## config.mk

```make
export PLATFORM = sky130hd
export DESIGN_NAME = cpeta_pipe_flat
export DESIGN_NICKNAME = d
export VERILOG_FILES = /design/src/rtl/cpeta_pkg.sv /design/src/rtl/cpeta_pipe_if.sv /design/src/rtl/cpeta_seg.sv /design/src/rtl/cpeta_pipe.sv /design/src/flat_wrapper.sv
export SDC_FILE = /design/constraint.sdc
export NUM_CORES = 1
export LEC_CHECK = 0
export CORE_UTILIZATION = 55
export CTS_CLUSTER_SIZE = 12
export DETAILED_ROUTE_END_ITERATION = 10
export GPL_TIMING_DRIVEN = 0
export HOLD_SLACK_MARGIN = 0.08
export PLACE_DENSITY = 0.81
export SETUP_SLACK_MARGIN = 0.02
export SLEW_MARGIN = 0
export SYNTH_ARGS = -nofsm -noshare
export SYNTH_HDL_FRONTEND = slang
export SYNTH_HIERARCHICAL = 1
export SYNTH_SLANG_ARGS = --single-unit
```

## constraint.sdc

```tcl
create_clock -name clk -period 13 [get_ports clk]
set_clock_uncertainty 0.05 [all_clocks]
set_input_delay 2.6 -clock clk [delete_from_list [all_inputs] [get_ports clk]]
set_output_delay 2.6 -clock clk [all_outputs]
set_load 0.03 [all_outputs]
```

## src/rtl/cpeta_pkg.sv

```systemverilog
// Shared types and constants for the CPETA approximate adder pipeline.
package cpeta_pkg;

  // Result selection: approximate segmented add or full exact add
  typedef enum logic {
    MODE_APPROX = 1'b0,
    MODE_EXACT  = 1'b1
  } mode_e;

  // Statistic counter widths
  localparam int CNT_W = 32;
  localparam int ED_W  = 48;

endpackage

```

## src/rtl/cpeta_pipe_if.sv

```systemverilog
// Operand/result handshake bundle for cpeta_pipe.
interface cpeta_pipe_if #(
  parameter int N = 16
);
  import cpeta_pkg::*;

  logic         in_valid;
  logic         in_ready;
  logic [N-1:0] A;
  logic [N-1:0] B;
  mode_e        mode;
  logic         out_valid;
  logic         out_ready;
  logic [N-1:0] sum;
  logic         cout;
  logic         err;

  // Producer/consumer side (drives operands, accepts results)
  modport master (
    output in_valid, A, B, mode, out_ready,
    input  in_ready, out_valid, sum, cout, err
  );

  // Adder side
  modport slave (
    input  in_valid, A, B, mode, out_ready,
    output in_ready, out_valid, sum, cout, err
  );

endinterface

```

## src/rtl/cpeta_seg.sv

```systemverilog
// Exact K-bit segment adder used as one slice of the CPETA approximate adder.
module cpeta_seg #(
  parameter int K = 8
) (
  input  logic [K-1:0] a,
  input  logic [K-1:0] b,
  input  logic         cin,
  output logic [K-1:0] s,
  output logic         co
);

  // Full-width sum of the two segments plus the predicted carry
  assign {co, s} = {1'b0, a} + {1'b0, b} + {{K{1'b0}}, cin};

endmodule

```

## src/rtl/cpeta_pipe.sv

```systemverilog
// Two-stage CPETA approximate adder with exact fallback, error flag and
// saturating error statistics.
module cpeta_pipe
  import cpeta_pkg::*;
#(
  parameter int N = 16,
  parameter int K = 8
) (
  input  logic              clk,
  input  logic              rst_n,
  cpeta_pipe_if.slave       bus,
  input  logic              stats_clr,
  output logic [CNT_W-1:0]  sample_cnt,
  output logic [CNT_W-1:0]  err_cnt,
  output logic [ED_W-1:0]   ed_acc
);

  localparam int NSEG = N / K;

  // Reject unusable parameter combinations at elaboration
  if ((N % K) != 0 || K < 2 || N < K) begin : g_bad_seg
    $error("cpeta_pipe: N must be a non-zero multiple of K and K must be >= 2");
  end
  if (N + 1 > ED_W) begin : g_bad_ed
    $error("cpeta_pipe: error distance wider than the accumulator");
  end

  // Stage 1 registers
  logic         s1_valid_q;
  logic [N-1:0] s1_a_q;
  logic [N-1:0] s1_b_q;
  mode_e        s1_mode_q;

  // Stage 2 registers
  logic         s2_valid_q;
  logic [N-1:0] s2_sum_q;
  logic         s2_cout_q;
  logic         s2_err_q;
  logic [N:0]   s2_ed_q;

  // Statistics registers
  logic [CNT_W-1:0] sample_cnt_q, sample_cnt_d;
  logic [CNT_W-1:0] err_cnt_q, err_cnt_d;
  logic [ED_W-1:0]  ed_acc_q, ed_acc_d;

  // Flow control: a stage moves on when empty or when the one after it moves
  logic s2_adv;
  logic in_ready;
  logic out_hs;

  assign s2_adv   = !s2_valid_q || bus.out_ready;
  assign in_ready = !s1_valid_q || s2_adv;
  assign out_hs   = s2_valid_q && bus.out_ready;

  // Segmented approximate adder on stage-1 operands
  logic [NSEG-1:0] seg_cin;
  logic [NSEG-1:0] seg_co;
  logic [N-1:0]    approx_lo;

  for (genvar gi = 0; gi < NSEG; gi++) begin : g_seg
    // Carry into a segment is predicted from the MSB pair of the segment below
    if (gi == 0) begin : g_first
      assign seg_cin[gi] = 1'b0;
    end else begin : g_rest
      assign seg_cin[gi] = s1_a_q[gi*K-1] & s1_b_q[gi*K-1];
    end

    cpeta_seg #(.K(K)) u_seg (
      .a   (s1_a_q[gi*K +: K]),
      .b   (s1_b_q[gi*K +: K]),
      .cin (seg_cin[gi]),
      .s   (approx_lo[gi*K +: K]),
      .co  (seg_co[gi])
    );
  end

  logic [N:0]   approx_full;
  logic [N:0]   exact_full;
  logic [N:0]   ed_raw;
  logic [N-1:0] sum_d;
  logic         cout_d;
  logic         err_d;
  logic [N:0]   ed_d;

  assign approx_full = {seg_co[NSEG-1], approx_lo};
  assign exact_full  = {1'b0, s1_a_q} + {1'b0, s1_b_q};

  // Result selection, error flag and error distance for stage 2
  always_comb begin
    ed_raw = (exact_full >= approx_full) ? (exact_full - approx_full)
                                         : (approx_full - exact_full);
    if (s1_mode_q == MODE_EXACT) begin
      sum_d  = exact_full[N-1:0];
      cout_d = exact_full[N];
      err_d  = 1'b0;
      ed_d   = '0;
    end else begin
      sum_d  = approx_full[N-1:0];
      cout_d = approx_full[N];
      err_d  = (exact_full != approx_full);
      ed_d   = ed_raw;
    end
  end

  // Stage 1: capture operands whenever the stage can move on
  always_ff @(posedge clk or negedge rst_n) begin
    if (!rst_n) begin
      s1_valid_q <= 1'b0;
      s1_a_q     <= '0;
      s1_b_q     <= '0;
      s1_mode_q  <= MODE_APPROX;
    end else if (in_ready) begin
      s1_valid_q <= bus.in_valid;
      if (bus.in_valid) begin
        s1_a_q    <= bus.A;
        s1_b_q    <= bus.B;
        s1_mode_q <= bus.mode;
      end
    end
  end

  // Stage 2: hold the result stable until the consumer takes it
  always_ff @(posedge clk or negedge rst_n) begin
    if (!rst_n) begin
      s2_valid_q <= 1'b0;
      s2_sum_q   <= '0;
      s2_cout_q  <= 1'b0;
      s2_err_q   <= 1'b0;
      s2_ed_q    <= '0;
    end else if (s2_adv) begin
      s2_valid_q <= s1_valid_q;
      if (s1_valid_q) begin
        s2_sum_q  <= sum_d;
        s2_cout_q <= cout_d;
        s2_err_q  <= err_d;
        s2_ed_q   <= ed_d;
      end
    end
  end

  logic [ED_W:0] ed_sum;

  // Saturating statistics update; clear overrides a coincident handshake
  always_comb begin
    sample_cnt_d = sample_cnt_q;
    err_cnt_d    = err_cnt_q;
    ed_acc_d     = ed_acc_q;
    ed_sum       = {1'b0, ed_acc_q} + (ED_W+1)'(s2_ed_q);
    if (stats_clr) begin
      sample_cnt_d = '0;
      err_cnt_d    = '0;
      ed_acc_d     = '0;
    end else if (out_hs) begin
      if (sample_cnt_q != {CNT_W{1'b1}}) begin
        sample_cnt_d = sample_cnt_q + 1'b1;
      end
      if (s2_err_q && (err_cnt_q != {CNT_W{1'b1}})) begin
        err_cnt_d = err_cnt_q + 1'b1;
      end
      ed_acc_d = ed_sum[ED_W] ? {ED_W{1'b1}} : ed_sum[ED_W-1:0];
    end
  end

  // Statistics registers
  always_ff @(posedge clk or negedge rst_n) begin
    if (!rst_n) begin
      sample_cnt_q <= '0;
      err_cnt_q    <= '0;
      ed_acc_q     <= '0;
    end else begin
      sample_cnt_q <= sample_cnt_d;
      err_cnt_q    <= err_cnt_d;
      ed_acc_q     <= ed_acc_d;
    end
  end

  assign bus.in_ready  = in_ready;
  assign bus.out_valid = s2_valid_q;
  assign bus.sum       = s2_sum_q;
  assign bus.cout      = s2_cout_q;
  assign bus.err       = s2_err_q;

  assign sample_cnt = sample_cnt_q;
  assign err_cnt    = err_cnt_q;
  assign ed_acc     = ed_acc_q;

endmodule

```

## src/flat_wrapper.sv

```systemverilog
// flat-port wrapper written by rule: the top's interface ports become plain ports
module cpeta_pipe_flat import cpeta_pkg::*;
#(
  parameter int N = 16,
  parameter int K = 8
)
  (clk, rst_n, stats_clr, sample_cnt, err_cnt, ed_acc, bus_in_valid, bus_A, bus_B, bus_mode, bus_out_ready, bus_in_ready, bus_out_valid, bus_sum, bus_cout, bus_err);
  cpeta_pipe_if #(.N(N)) bus_i ();
  input  logic clk;
  input  logic rst_n;
  input  logic stats_clr;
  output logic [CNT_W-1:0] sample_cnt;
  output logic [CNT_W-1:0] err_cnt;
  output logic [ED_W-1:0] ed_acc;
  input wire logic [$bits(bus_i.in_valid)-1:0] bus_in_valid;
  input wire logic [$bits(bus_i.A)-1:0] bus_A;
  input wire logic [$bits(bus_i.B)-1:0] bus_B;
  input wire logic [$bits(bus_i.mode)-1:0] bus_mode;
  input wire logic [$bits(bus_i.out_ready)-1:0] bus_out_ready;
  output wire logic [$bits(bus_i.in_ready)-1:0] bus_in_ready;
  output wire logic [$bits(bus_i.out_valid)-1:0] bus_out_valid;
  output wire logic [$bits(bus_i.sum)-1:0] bus_sum;
  output wire logic [$bits(bus_i.cout)-1:0] bus_cout;
  output wire logic [$bits(bus_i.err)-1:0] bus_err;
  assign bus_i.in_valid = bus_in_valid;
  assign bus_i.A = bus_A;
  assign bus_i.B = bus_B;
  assign bus_i.mode = bus_mode;
  assign bus_i.out_ready = bus_out_ready;
  assign bus_in_ready = bus_i.in_ready;
  assign bus_out_valid = bus_i.out_valid;
  assign bus_sum = bus_i.sum;
  assign bus_cout = bus_i.cout;
  assign bus_err = bus_i.err;
  cpeta_pipe #(.N(N), .K(K)) u_core (.clk(clk), .rst_n(rst_n), .bus(bus_i), .stats_clr(stats_clr), .sample_cnt(sample_cnt), .err_cnt(err_cnt), .ed_acc(ed_acc));
endmodule
```

* After elaboration in Yosys (flattened, before gate mapping)
Index checks and enable logic that the tools add are counted.
Cells by class: muxes and demuxes 14, reductions and logical operators 13, add/sub/neg operators 9, $lt $le $gt $ge 1, bitwise logic cells 1, equal/unequal tests 3
Operators by type and width (number):
- 2-to-1 mux 32 bit | 6
- 2-to-1 mux 48 bit | 3
- adder 32 x 1 -> 32 bit (second input constant) | 2
- != test 32 bit (second input constant) | 2
- adder 48 x 17 -> 49 bit | 1
- 2-to-1 mux 17 bit | 2
- subtractor 17 bit | 2
- adder 16 x 16 -> 17 bit | 1
- greater-or-equal comparator 17 bit | 1
- != test 17 bit | 1
- 2-to-1 mux 16 bit | 1
- adder 8 x 8 -> 9 bit | 1
- adder 9 x 1 -> 9 bit | 1
- adder 8 bit | 1
- AND reduction 2 bit | 4
- nonzero test 2 bit | 3
- logical AND 1 bit | 2
- logical NOT 1 bit | 2
- logical OR 1 bit | 2
- 2-to-1 mux 1 bit | 2
- AND 1 bit | 1
Storage, ports and cells: input port bits 38, flip-flop bits (word level) 182

* Logic depth before layout (Yosys ltp)
word-level depth 5, gate-level depth with buffers 21

* Hierarchy
The synthesis kept the hierarchy.
Modules (own cells, without submodules):
- cpeta_pipe | instances 1, cells each 1250, sequential area each 4554.4 um^2, area an instance 11685.0 um^2
- cpeta_seg | instances 2, cells each 42, sequential area each 0.0 um^2, area an instance 331.6 um^2

* Least setup slack after synthesis
Ideal clock, no wire load.
path kind input to output, start point input port bus_out_ready, end point output port bus_in_ready, setup slack 7.398 ns, arrival 2.952 ns, stages on the path 1, cells stage by stage nand3b_1
On the way: word-level cells in the longest chain between the ends 2
Ends and longest elaborated chain:
- start: declaration | line flat_wrapper.sv:19 | input wire logic [$bits(bus_i.out_ready)-1:0] bus_out_ready;
- logical OR 1 bit | line cpeta_pipe.sv:51 | assign s2_adv = !s2_valid_q || bus.out_ready;
- logical OR 1 bit | line cpeta_pipe.sv:52 | assign in_ready = !s1_valid_q || s2_adv;
- end: declaration | line flat_wrapper.sv:20 | output wire logic [$bits(bus_i.in_ready)-1:0] bus_in_ready;
Every way passes these cells.

* Worst setup path in the final report
Ends and elaborated chain as after synthesis.

==> summary.txt <==
Clock tree
  • CTS tree: built
  • Post-CTS Resized: 0
  • Worst-Skew Late Latency: 440 ps
  • Root Buffer Master: clkbuf_16
  • H-tree levels: 4
  • Clock transition at path regs: 70 ps
  • Number of CTS-inserted buffers: 17
  • TritonCTS Sinks: 182
  • Post-CTS Hold Buffers: 0
  • Post-CTS Setup Inserts: 0
  • Max clock buf depth: 2

Finish
  • Syn-to-layout area delta: 21.7%
  • Nets: 1,648
  • Final core utilization: 68.6%
  • Multi-input gate area: roughly 7300 µm²
  • N_diodes: 0
  • FILL cells: 1,694
  • Fin area: 15,000 µm²
  • Layout cell share with drive strength beyond 1: around 8.4%
  • FF/Latch Area: 4550 µm²

Floorplan
  • Core Area: 21,900 µm²
  • Boundary pin count: 170
  • Die X: around 150 µm
  • Initial Utilization: a little under three fifths
  • Die ar.: between 20,000 and 25,000 µm²
  • # rows: 54
  • Die height: approximately 150 µm

Global routing
  • Vias in the first global route: between 10,000 and 15,000
  • Initial antenna violation count: 0
  • GRT Total Usage: 28.4%
  • Global-route wire length before repair: between 50 and 60 mm
  • GR Overflow Total: 0
  • Largest net degree at the start of global routing: 100

STA
  • Fin. Hold Viols: 0
  • RSZ-0062 raised after global routing: no
  • # setup viols final: 0
  • Slew @ Worst Pin: 1110 ps
  • Max Transition Viols Final: 0
  • Setup TNS: 0 ps
  • Final worst-path cycle share: 51.2%
  • Fmax: 150 MHz
  • Worst rel slew slack: roughly a quarter
  • Final min period: between 6000 and 7000 ps

Route
  • Metal3 WL: 1.78 mm
  • Initial drt markers: between 600 and 700
  • Residual DRC: 0
  • WL/cell: 17.4 µm
  • Via density: 6.02
  • Drt pass-1 iters: 5
  • Uppermost layer routed: met4
  • WL met2: between 15 and 20 mm
  • Metal-1 WL: 13.4 mm
  • Detail Route Antenna Nets: 0
  • Final WL: 31.6 mm
  • Via count: 10,900

Min path
  • Hold path depth: 2
  • Hold Startpoint: u_core/s2_ed_q[6]
  • Worst Hold End: u_core/s2_ed_q[6]
  • Min-delay worst type: flip-flop to flip-flop

Setup path
  • Worst Setup SP: bus_out_ready
  • Crit Path Max Fanout: 4
  • CP Data Required Time: 10,350 ps
  • Startpoint types: input port
  • CP arrival: 4010 ps
  • Reg2Reg Setup Slack: 7410 ps
  • Worst r2r src: u_core/s1_a_q[1]
  • Worst flop-to-flop path endpoint: u_core/s2_ed_q[5]
  • Kind of critical path: input port to output port
  • R2R depth: 18
  • Critical Path Sink Type: output port

Power
  • NetSw: 0.00126 W
  • LEAKAGE: 6.52 nW
  • Max rail drop VDD: about 0.12 mV
  • Reg power frac: 24.7%
  • Power Density: 188 nW/µm²
  • Switching Share: 44.5%
  • Internal Power: 0.00157 W
  • Comb pwr share: 57.0%
  • Clock Power Share: 18.4%

Flow run
  • MaxCap Viol Count: 0

Synthesis
  • Synthesized Nets: 1,459
  • Cell count after synthesis: about 1,300
  • Ys Warns: 6
  • Avg Inst Size Synth: 9.27 µm²
  • Syn Std Cell Area: 12,300 µm²

Placed design
  • IO Port Bufs: 169
  • GP Congestion: 0.917
  • Dpl hpwl: 24.0 mm
  • Area post-placement: 14,400 µm²

Run status
  • Status: finished, final reports clean
[final cells by class]
class                      instances  share of cell area [%]
clock buffer                      17                    2.83
timing repair buffer             170                    11.5
multi-input combinational       1035                    48.5
inverter                          62                    1.55
sequential                       182                    30.3
tap                              280                    2.33
clock inverter                    15                    1.19
buffer                            52                    1.74
[metrics by stage]
step           worst slack, ps  power, W  hold slack (ps)  instances
2_1_floorplan             7400   0.00190              397       1331
3_3_place_gp              1850   0.00225              416       1780
3_5_place_dp              6340   0.00228              423       1781
4_1_cts                   6340   0.00282              440       1813
5_1_grt                   6280   0.00303              459       1813
6_report                  6340   0.00283              434       1813
[critical path, stage by stage]
cell             delay, ps
clkdlybuf4s50_1        510
nand3b_1               170
clkdlybuf4s50_1        730
[sequential cells by signal, indices dropped and copies added, names as in the netlist]
register	cells
u_core/ed_acc	48
u_core/err_cnt	32
u_core/sample_cnt	32
u_core/s2_ed_q	17
u_core/bus.sum	16
u_core/s1_a_q	16
u_core/s1_b_q	16
u_core/bus.cout	1
u_core/bus.err	1
u_core/bus.out_valid	1
u_core/s1_mode_q	1
u_core/s1_valid_q	1
[metal layers]
| metal | track usage [%] | vias to the layer above |
|---|---|---|
| met5 | 0 | - |
| met4 | 11.5 | 0 |
| met3 | 3.74 | 60 |
| met2 | 48.1 | 393 |
| met1 | 36.6 | 5269 |
| li1 | - | 5192 |
[worst max path at each step]
stage	to	slack [ps]	depth (start not counted)
finish	bus_in_ready	6340	3
global route	bus_in_ready	6280	3
CTS	bus_in_ready	6340	3
detailed placement	bus_in_ready	6340	3
global placement	u_core/s1_b_q[14]	1850	1
floorplan	bus_in_ready	7400	1
[cells in the final DEF (no fill, tap or decap), types with 25 or more instances in the layout]
master             n
nand3_1           50
o21ai_0           73
inv_1             60
nand2_1           92
clkdlybuf4s50_1  168
mux2i_1           30
ha_1              82
xor2_1            54
clkbuf_1          33
mux2_2            36
dfrtp_1          182
a21oi_1           67
nand4_1           25
a21o_1            35
nor3_1            42
nor2_1           121
xnor2_1           49
[power by group through the flow]
stage | sequential, W | clock [W] | combinational (W)
3_3_place_gp | 0.000705 | 0 | 0.00155
6_report | 0.000698 | 0.000519 | 0.00161
4_1_cts | 0.000697 | 0.000531 | 0.00159
2_1_floorplan | 0.000760 | 0 | 0.00114
3_5_place_dp | 0.000706 | 0 | 0.00158
5_1_grt | 0.000706 | 0.000552 | 0.00177
No activity file was read; power rests on OpenSTA's default activity.
